===== src/rtl/jesd204b_dl_pkg.sv =====
// Shared JESD204B data-link definitions: alignment characters, octet indexing
// and the per-octet replacement result type.
package jesd204b_dl_pkg;

    localparam logic [7:0] K_F_CHAR = 8'hFC;  // K28.7, /F/
    localparam logic [7:0] K_A_CHAR = 8'h7C;  // K28.3, /A/

    typedef struct packed {
        logic [7:0] oct;
        logic       k;
    } octet_t;

    // Octet i occupies data[8i+7:8i]; octet 0 is first in time.
    function automatic int oct_lsb(input int idx);
        return 8 * idx;
    endfunction

endpackage


===== src/rtl/jesd204b_dl_char_replace_if.sv =====
// Lane-side bus of the alignment character replacer: octets and frame markers
// in, replaced octets and K flags out.
interface jesd204b_dl_char_replace_if #(
    parameter int LANE_DATA_WIDTH = 32,
    parameter int OCTET_PER_SENT  = 4
);
    logic                       enable;
    logic                       scr_en;
    logic [LANE_DATA_WIDTH-1:0] data_in;
    logic [OCTET_PER_SENT-1:0]  eof;
    logic [OCTET_PER_SENT-1:0]  eom;
    logic [LANE_DATA_WIDTH-1:0] data_out;
    logic [OCTET_PER_SENT-1:0]  charisk;

    modport master (
        output enable, scr_en, data_in, eof, eom,
        input  data_out, charisk
    );

    modport slave (
        input  enable, scr_en, data_in, eof, eom,
        output data_out, charisk
    );
endinterface


===== src/rtl/jesd204b_dl_octet_repl.sv =====
// Single-octet /F/ /A/ substitution decision; combinational, chained by the
// parent so each octet sees the state left by the octet before it.
module jesd204b_dl_octet_repl
    import jesd204b_dl_pkg::*;
#(
    parameter logic [7:0] K_F = K_F_CHAR,
    parameter logic [7:0] K_A = K_A_CHAR
) (
    input  logic [7:0] d_i,
    input  logic       eof_i,
    input  logic       eom_i,
    input  logic       scr_en_i,
    input  logic [7:0] prev_oct_i,
    input  logic       prev_k_i,
    input  logic       prev_vld_i,
    output octet_t     out_o,
    output logic [7:0] prev_oct_o,
    output logic       prev_k_o,
    output logic       prev_vld_o
);

    logic is_end;
    logic same_as_prev;
    logic repl_a;
    logic repl_f;

    // NOTE: every always_comb output gets a default before any branch, so no latch can be inferred.
    always_comb begin
        is_end       = eof_i | eom_i;
        same_as_prev = prev_vld_i && (d_i == prev_oct_i);

        if (scr_en_i) begin
            repl_a = eom_i && (d_i == K_A);
            repl_f = eof_i && !eom_i && (d_i == K_F);
        end else begin
            // /A/ ignores prev_k; /F/ may not follow a replaced frame end.
            repl_a = eom_i && same_as_prev;
            repl_f = eof_i && !eom_i && same_as_prev && !prev_k_i;
        end

        out_o.oct = d_i;
        out_o.k   = 1'b0;
        if (repl_a) begin
            out_o.oct = K_A;
            out_o.k   = 1'b1;
        end else if (repl_f) begin
            out_o.oct = K_F;
            out_o.k   = 1'b1;
        end

        prev_oct_o = prev_oct_i;
        prev_k_o   = prev_k_i;
        prev_vld_o = prev_vld_i;
        if (is_end) begin
            // Later comparisons use the original octet, never the substituted char.
            prev_oct_o = d_i;
            prev_k_o   = repl_a | repl_f;
            prev_vld_o = 1'b1;
        end
    end

endmodule


===== src/rtl/jesd204b_dl_char_replace.sv =====
// Per-lane TX alignment character replacement: one word per clock, one clock
// of latency, octets resolved in time order through a chain of deciders.
module jesd204b_dl_char_replace
    import jesd204b_dl_pkg::*;
#(
    parameter int         LANE_DATA_WIDTH = 32,
    parameter int         OCTET_PER_SENT  = 4,
    parameter logic [7:0] K_F             = K_F_CHAR,
    parameter logic [7:0] K_A             = K_A_CHAR
) (
    input  logic clk,
    input  logic reset,
    jesd204b_dl_char_replace_if.slave bus
);

    logic [LANE_DATA_WIDTH-1:0] data_out_q;
    logic [OCTET_PER_SENT-1:0]  charisk_q;
    logic [7:0]                 prev_oct_q;
    logic                       prev_k_q;
    logic                       prev_vld_q;

    logic [LANE_DATA_WIDTH-1:0] data_d;
    logic [OCTET_PER_SENT-1:0]  charisk_d;

    logic [7:0] chain_oct [OCTET_PER_SENT+1];
    logic       chain_k   [OCTET_PER_SENT+1];
    logic       chain_vld [OCTET_PER_SENT+1];
    octet_t     repl      [OCTET_PER_SENT];

    assign chain_oct[0] = prev_oct_q;
    assign chain_k[0]   = prev_k_q;
    assign chain_vld[0] = prev_vld_q;

    for (genvar i = 0; i < OCTET_PER_SENT; i++) begin : g_oct
        jesd204b_dl_octet_repl #(
            .K_F (K_F),
            .K_A (K_A)
        ) u_repl (
            .d_i        (bus.data_in[oct_lsb(i) +: 8]),
            .eof_i      (bus.eof[i]),
            .eom_i      (bus.eom[i]),
            .scr_en_i   (bus.scr_en),
            .prev_oct_i (chain_oct[i]),
            .prev_k_i   (chain_k[i]),
            .prev_vld_i (chain_vld[i]),
            .out_o      (repl[i]),
            .prev_oct_o (chain_oct[i+1]),
            .prev_k_o   (chain_k[i+1]),
            .prev_vld_o (chain_vld[i+1])
        );

        assign data_d[oct_lsb(i) +: 8] = repl[i].oct;
        assign charisk_d[i]            = repl[i].k;
    end

    // NOTE: sequential state uses non-blocking assignments so every register samples pre-edge values.
    always_ff @(posedge clk) begin
        if (reset) begin
            data_out_q <= '0;
            charisk_q  <= '0;
            prev_oct_q <= '0;
            prev_k_q   <= 1'b0;
            prev_vld_q <= 1'b0;
        end else if (!bus.enable) begin
            // Pass-through; the first frame end after enable rises is never replaced.
            data_out_q <= bus.data_in;
            charisk_q  <= '0;
            prev_vld_q <= 1'b0;
        end else begin
            data_out_q <= data_d;
            charisk_q  <= charisk_d;
            prev_oct_q <= chain_oct[OCTET_PER_SENT];
            prev_k_q   <= chain_k[OCTET_PER_SENT];
            prev_vld_q <= chain_vld[OCTET_PER_SENT];
        end
    end

    assign bus.data_out = data_out_q;
    assign bus.charisk  = charisk_q;

endmodule

===== src/flat_wrapper.sv =====
// flat-port wrapper written by rule: the top's interface ports become plain ports
module jesd204b_dl_char_replace_flat import jesd204b_dl_pkg::*;
#(
    parameter int         LANE_DATA_WIDTH = 32,
    parameter int         OCTET_PER_SENT  = 4,
    parameter logic [7:0] K_F             = K_F_CHAR,
    parameter logic [7:0] K_A             = K_A_CHAR
)
  (clk, reset, bus_enable, bus_scr_en, bus_data_in, bus_eof, bus_eom, bus_data_out, bus_charisk);
  jesd204b_dl_char_replace_if #(.LANE_DATA_WIDTH(LANE_DATA_WIDTH), .OCTET_PER_SENT(OCTET_PER_SENT)) bus_i ();
  input  logic clk;
  input  logic reset;
  input wire logic [$bits(bus_i.enable)-1:0] bus_enable;
  input wire logic [$bits(bus_i.scr_en)-1:0] bus_scr_en;
  input wire logic [$bits(bus_i.data_in)-1:0] bus_data_in;
  input wire logic [$bits(bus_i.eof)-1:0] bus_eof;
  input wire logic [$bits(bus_i.eom)-1:0] bus_eom;
  output wire logic [$bits(bus_i.data_out)-1:0] bus_data_out;
  output wire logic [$bits(bus_i.charisk)-1:0] bus_charisk;
  assign bus_i.enable = bus_enable;
  assign bus_i.scr_en = bus_scr_en;
  assign bus_i.data_in = bus_data_in;
  assign bus_i.eof = bus_eof;
  assign bus_i.eom = bus_eom;
  assign bus_data_out = bus_i.data_out;
  assign bus_charisk = bus_i.charisk;
  jesd204b_dl_char_replace #(.LANE_DATA_WIDTH(LANE_DATA_WIDTH), .OCTET_PER_SENT(OCTET_PER_SENT), .K_F(K_F), .K_A(K_A)) u_core (.clk(clk), .reset(reset), .bus(bus_i));
endmodule

===== config.mk =====
export PLATFORM = sky130hd
export DESIGN_NAME = jesd204b_dl_char_replace_flat
export DESIGN_NICKNAME = d
export VERILOG_FILES = /design/src/rtl/jesd204b_dl_pkg.sv /design/src/rtl/jesd204b_dl_char_replace_if.sv /design/src/rtl/jesd204b_dl_octet_repl.sv /design/src/rtl/jesd204b_dl_char_replace.sv /design/src/flat_wrapper.sv
export SDC_FILE = /design/constraint.sdc
export NUM_CORES = 1
export LEC_CHECK = 0
export ABC_AREA = 1
export ABC_CLOCK_PERIOD_IN_PS = 2800
export CAP_MARGIN = 20
export CORE_MARGIN = 5
export CORE_UTILIZATION = 49
export DETAILED_ROUTE_END_ITERATION = 6
export PLACE_DENSITY = 0.9
export SYNTH_ARGS = -nofsm -noshare
export SYNTH_HDL_FRONTEND = slang
export SYNTH_SLANG_ARGS = --single-unit
export TNS_END_PERCENT = 10

===== constraint.sdc =====
create_clock -name clk -period 2.8 [get_ports clk]
set_input_delay 0.56 -clock clk [delete_from_list [all_inputs] [get_ports clk]]
set_output_delay 0.56 -clock clk [all_outputs]
set_load 0.01 [all_outputs]

# Word level (Yosys, flattened, before mapping)
# Cells that the tools add are included.
# word_totals
regBits	46
input_bits	44
output_inout_bits	36
elab_cells	92
# classes
eq_ne	12
n_mux	29
bitwise	9
reduce_logical	37
# op_table
operator	count
$mux W9	8
$eq A8 B7 Y1 const B	4
$eq A8 B8 Y1	4
$eq A8 B8 Y1 const B	4
$mux W32	1
$mux W8	4
$logic_and A1 B1 Y1	28
$mux W1	16
$logic_not A1 Y1	8
$or A1 B1 Y1	8
$reduce_or A2 Y1	1
$not A1 Y1	1

# Depth between registers and ports, before layout
# depth
depth_word	23
mapped_depth	21
mapped_depth_nobuf	21

# Modules after synthesis
# A second synthesis with hierarchy kept.
# hier_totals
hier_cells	644
area_unflattened_um2	3517.1
# by_module_without_submodules
mod	instances	cells_per_inst	area_each_um2	seq_area_each_um2
jesd204b_dl_char_replace	1	276	1850.5	920.9
jesd204b_dl_octet_repl	4	92	416.6	0.0

# Least setup slack after synthesis
# OpenSTA, ideal clock, no wires.
# synth_path
path_kind	in2reg
from	in bus_scr_en
to	reg u_core.data_out_q[24] (netlist: u_core.bus.data_out[24])
setup_time_ps	115
t_arrival_ps	2111
t_required_ps	2685
setup_slack_ps	573
path_stages	18
path_buffers	1
path_cell_list	buf_2 -> inv_1 -> nand2_1 -> nand3_1 -> a21oi_1 -> o21ai_0 -> nand2_1 -> nor2_1 -> nor2_1 -> nand2_1 -> nand2_1 -> nand2_2 -> nand3_2 -> nand2_2 -> nand2_2 -> nand2_1 -> nand2_1 -> and3_1
# synth_via
elab_chain_cells	19
word_cells_on_any_way	23
classes_between	14 x mux; 3 x bitwise; 6 x reduce/logical
# synth_rtl
element	line	text
start, declared	flat_wrapper.sv:14	input wire logic [$bits(bus_i.scr_en)-1:0] bus_scr_en;
$mux W1	jesd204b_dl_octet_repl.sv:32	if (scr_en_i) begin
$or A1 B1 Y1	jesd204b_dl_octet_repl.sv:57	prev_k_o = repl_a | repl_f;
$mux W1	jesd204b_dl_octet_repl.sv:54	if (is_end) begin
$logic_not A1 Y1	jesd204b_dl_octet_repl.sv:38	repl_f = eof_i && !eom_i && same_as_prev && !prev_k_i;
$logic_and A1 B1 Y1	jesd204b_dl_octet_repl.sv:38	
$mux W1	jesd204b_dl_octet_repl.sv:32	
$or A1 B1 Y1	jesd204b_dl_octet_repl.sv:57	
$mux W1	jesd204b_dl_octet_repl.sv:54	
[... 3 more ...]	-	
$or A1 B1 Y1	jesd204b_dl_octet_repl.sv:57	
$mux W1	jesd204b_dl_octet_repl.sv:54	
$logic_not A1 Y1	jesd204b_dl_octet_repl.sv:38	
$logic_and A1 B1 Y1	jesd204b_dl_octet_repl.sv:38	
$mux W1	jesd204b_dl_octet_repl.sv:32	
$mux W9	jesd204b_dl_octet_repl.sv:46	end else if (repl_f) begin
$mux W9 *	jesd204b_dl_octet_repl.sv:43	if (repl_a) begin
$mux W32 *	jesd204b_dl_char_replace.sv:64	end else if (!bus.enable) begin
end signal, assigned	jesd204b_dl_char_replace.sv:66	data_out_q <= bus.data_in;
end signal, assigned	jesd204b_dl_char_replace.sv:70	data_out_q <= data_d;
end, declared	jesd204b_dl_char_replace.sv:16	logic [LANE_DATA_WIDTH-1:0] data_out_q;
# Every way passes the cells marked *; elsewhere a longest branch is shown, timed or not.
# A chain may end at the register's enable or synchronous reset.

# Final worst setup path
# layout_path
from	in bus_eom[1]
to	reg u_core.data_out_q[26] (netlist: u_core.bus.data_out[26])
# layout_via
elab_chain_cells	18
word_cells_on_any_way	37
classes_between	2 x eq/ne; 15 x mux; 3 x bitwise; 17 x reduce/logical
# layout_rtl
element	line	text
start, declared	flat_wrapper.sv:17	input wire logic [$bits(bus_i.eom)-1:0] bus_eom;
$logic_not A1 Y1	jesd204b_dl_octet_repl.sv:34, jesd204b_dl_octet_repl.sv:38	
$logic_and A1 B1 Y1	jesd204b_dl_octet_repl.sv:34, jesd204b_dl_octet_repl.sv:38	
$logic_and A1 B1 Y1 (2 in a row)	jesd204b_dl_octet_repl.sv:38	
$mux W1	jesd204b_dl_octet_repl.sv:32	
$or A1 B1 Y1	jesd204b_dl_octet_repl.sv:57	
$mux W1	jesd204b_dl_octet_repl.sv:54	
$logic_not A1 Y1	jesd204b_dl_octet_repl.sv:38	
$logic_and A1 B1 Y1	jesd204b_dl_octet_repl.sv:38	
$mux W1	jesd204b_dl_octet_repl.sv:32	
$or A1 B1 Y1	jesd204b_dl_octet_repl.sv:57	
$mux W1	jesd204b_dl_octet_repl.sv:54	
$logic_not A1 Y1	jesd204b_dl_octet_repl.sv:38	
$logic_and A1 B1 Y1	jesd204b_dl_octet_repl.sv:38	
$mux W1	jesd204b_dl_octet_repl.sv:32	
$mux W9	jesd204b_dl_octet_repl.sv:46	
$mux W9 *	jesd204b_dl_octet_repl.sv:43	
$mux W32 *	jesd204b_dl_char_replace.sv:64	
# Marked as above.

==> results.md <==
Power and ir drop:
- The switching power share of the total is 0.2907.
- The analysis attributes to net switching a power of between 500 and 600 uW.
- The share of total power dissipated in sequential elements is 0.390.
- IR analysis of the VDD net gives a maximum drop of a little over 0.3 mV.
- The clock network power share is 0.332.
- The static leakage is ~0.0022 uW.
- Dividing total power by cell area gives a power density of slightly above 400 nW/um^2.
- The share of total power dissipated in combinational logic is 0.278.
- The total internal power is about 1300 uW.

Yosys:
- Of all flip-flops after synthesis, the portion carrying an async set or reset was 0.
- The mean instance size in the synthesized netlist is about 6.2 um^2.
- The library cell occupying the most area in the post-synthesis netlist is dfxtp_1.
- The count of flip-flops with a built-in enable after synthesis is 0.
- The net count of the mapped netlist is a little over 500.
- The portion of the post-synthesis area used by sequential elements is 0.3147.
- The netlist uses 34 different library cells.
- The synthesized area is between 2000 and 3000 um^2.
- The most used flip-flop cell after synthesis is dfxtp_1.
- Synthesis handed over a netlist of around 470 instances.
- Sorting the synthesized cells by area gives the leading types as dfxtp_1 (31%), nand2_1 (17%), inv_1 (9.5%).
- The Yosys step of the flow raised 0 warnings.
- The flip-flop and latch count after synthesis is 46.
- Of the post-synthesis cell area, the dominant cell type holds 0.3147.

Floorplan:
- The floorplan core area is 5851 um^2.
- The initial utilization of the core area, before any placement, comes to 0.5002.
- The number of standard-cell rows in the floorplan is 28.
- In this run the vertical extent of the chip is 87.28 um.
- The floorplan step defined a die boundary enclosing 7618 um^2.
- The die is roughly 87 um wide.
- The top-level port count is 80.

Place:
- The final estimated routing congestion in global placement is roughly 0.96.
- Summed over all nets, the half-perimeter wirelength after detailed placement is 8122 um.
- Buffers placed on the I/O ports in this run total 79.
- The cell area after placement is 4184 um^2.

Worst setup path:
- The worst setup path is captured at a flop.
- The data required time of the worst path is about 3 ns.
- The largest fanout on the critical path is 6.
- For the worst setup path, the data arrival time is a little under 3 ns.
- STA classifies the critical path startpoint as a primary input.
- The category of the most critical setup path is primary input to flop.

Route:
- The remaining antenna violation count is 0.
- The wire length after detailed routing is roughly 10,000 um.
- The final routed DRC violation total is 0.
- The number of vias per cell is roughly 5.4.
- The number of iterations in the first detailed-routing pass is 6.
- For this block, the initial DRC count from the detailed router was about 340.
- The total via count in the routed design is ~3,600.
- In the final routed layout, each cell accounts on average for roughly 15 um.

Timing:
- The worst pin sits at a relative slew slack of 0.6009.
- Setup violations remaining at the end of the flow were counted as 0.
- Adding up every negative setup slack in the final design gives 0 ns.
- The final count of hold timing violations is 0.
- The final number of max-transition violations is 0.
- The share of the clock period used by the worst path is 0.9617.
- The final worst clock skew is 0.01249 ns.
- Derived from the worst setup path, the maximum achievable clock frequency is roughly 370 MHz.
- Subtracting the final worst setup slack from the clock period gives 2.693 ns.
- For the pin with the worst max-slew slack, the measured transition is about 0.6 ns.

Cells and area:
- The commonest non-fill, non-tap cell in the layout is nand2_1.
- The post-synthesis to final-layout area growth is 51.56%.
- For this run, the post-layout net count is between 600 and 700.
- The share of final-layout standard cells stronger than drive strength 1 is 0.1898.
- 0 antenna diodes ended up in the layout.
- The top cell types in the final layout, fill and taps aside, are nand2_1 (134), clkdlybuf4s50_1 (77), inv_1 (73).
- After routing the design area is 4436 um^2.

Clocking:
- The clock tree from TritonCTS is done.
- The clock sink total is 46.
- The clock latency of the later-clocked register in the worst-skew pair is a little over 0.3 ns.
- For this design, the CTS-stage hold fixing added 0 buffers.
- The clock passes through at most 2 buffers.
- The number of H-tree levels is 2.
- The clock input transition at the sequential cells of the worst setup and hold paths is 0.10 ns.
- The CTS buffer count is 5.
- CTS placed an instance of clkbuf_8 at the clock tree root.

Min path:
- The classification of the worst-slack hold path is flop to flop.

Global routing:
- The first global-routing pass estimated 16,130 um of wire.
- The total global routing track utilization is 0.2697.
- The leftover overflow at the end of global routing is 0.
- Entering global routing, the biggest net connects 20 pins.
- The number of antenna violations at the first check in global routing is 0.
- The via count of the first global-routing pass is between 3,000 and 4,000.

Outcome:
- The run finished with clean final reports.

Job:
- Across the run, the number of max-cap violations was 0.
[critical path, cell delays in order]
cell,delay [ns]
clkdlybuf4s50_1,0.53
nor2_4,0.08
buf_4,0.15
buf_4,0.16
o21ai_2,0.14
buf_4,0.13
xor2_1,0.16
nand3_1,0.16
nor3_2,0.22
nand2_2,0.09
nand3_2,0.07
nand2_2,0.07
nand2_2,0.08
nand3b_1,0.11
nand2_2,0.15
o21ai_2,0.07
[state kept, by name, summed over array words and instances, names as in the netlist]
signal,cells
u_core.bus.data_out,32
u_core.prev_k_q,1
u_core.bus.charisk,4
u_core.prev_oct_q,8
u_core.prev_vld_q,1
[worst paths after layout]
| check | start | endpoint | slack [ns] | depth (start not counted) |
|---|---|---|---|---|
| worst min-delay path | u_core.prev_oct_q[3] | u_core.prev_oct_q[3] | 0.50 | 2 |
| worst min register to register | u_core.prev_oct_q[3] | u_core.prev_oct_q[3] | 0.50 | 2 |
| worst max register to register | u_core.prev_oct_q[3] | u_core.bus.data_out[26] | 0.60 | 16 |
| worst max-delay path | bus_eom[1] | u_core.bus.data_out[26] | 0.11 | 16 |
[cell families (layout without fill, tap and decap cells)]
group / after synthesis / count (layout) / synth area share
simple gates: 241 / 241 / 0.3677
buf+inv: 90 / 225 / 0.1231
compound gates: 88 / 88 / 0.1766
flops: 46 / 46 / 0.3147
xor+xnor: 6 / 6 / 0.01796
[what timing repair did]
action | 4_1_cts | 5_1_grt
gates cloned | 0 | 1
setup endpoints to repair | 1 | 17
setup buffers | 0 | 2
resized for setup | 1 | 21
pin swaps | 0 | 4
[metrics by stage]
step	setup slack [ns]	std cells	total power (uW)	util	hold slack, ns
global route	-0.01681	681	1898	0.7581	0.5343
CTS	0.005746	678	1792	0.7393	0.5024
detailed placement	-0.3393	670	1195	0.7151	0.4880
global placement	-0.2441	670	1187	0.7151	0.4805
floorplan	0.5734	471	941.7	-	0.4584
finish	0.1072	681	1810	0.7581	0.5010
[layer usage]
metal	track usage	wire (um)
met5	0	0
met1	0.3427	4161
met4	0.09623	364
met3	0.03879	883
met2	0.4610	4983
[power groups by stage]
stage / registers [uW] / clock network, uW / logic, uW
after global placement: 720 / 0 / 467
after CTS: 705 / 608 / 479
after detailed placement: 721 / 0 / 474
after global routing: 710 / 643 / 545
after floorplan: 732 / 0 / 210
final: 705 / 601 / 504
[cell type report]
type / instances / area, um^2
Clock buffer: 5 / 68.82
Clock inverter: 3 / 68.82
Fill cell: 467 / 1415
Inverter: 78 / 292.8
Multi-Input combinational cell: 335 / 1714
Sequential cell: 46 / 920.9
Tap cell: 75 / 93.84
Timing Repair Buffer: 139 / 1276
[cells in the mapped netlist, types with 3 or more instances]
cell / instances
nand2_2: 8
o21ai_0: 23
nand2_1: 135
o21ai_2: 9
xor2_1: 6
clkbuf_1: 6
a21oi_1: 30
nand4_1: 9
inv_1: 74
nand3_2: 3
inv_2: 4
o21ai_1: 10
dfxtp_1: 46
o31ai_1: 5
buf_2: 3
nand3_1: 30
nor4_1: 3
nor2_1: 27
nor3_1: 15
o211ai_1: 5
Power figures use the tool's default switching activity.
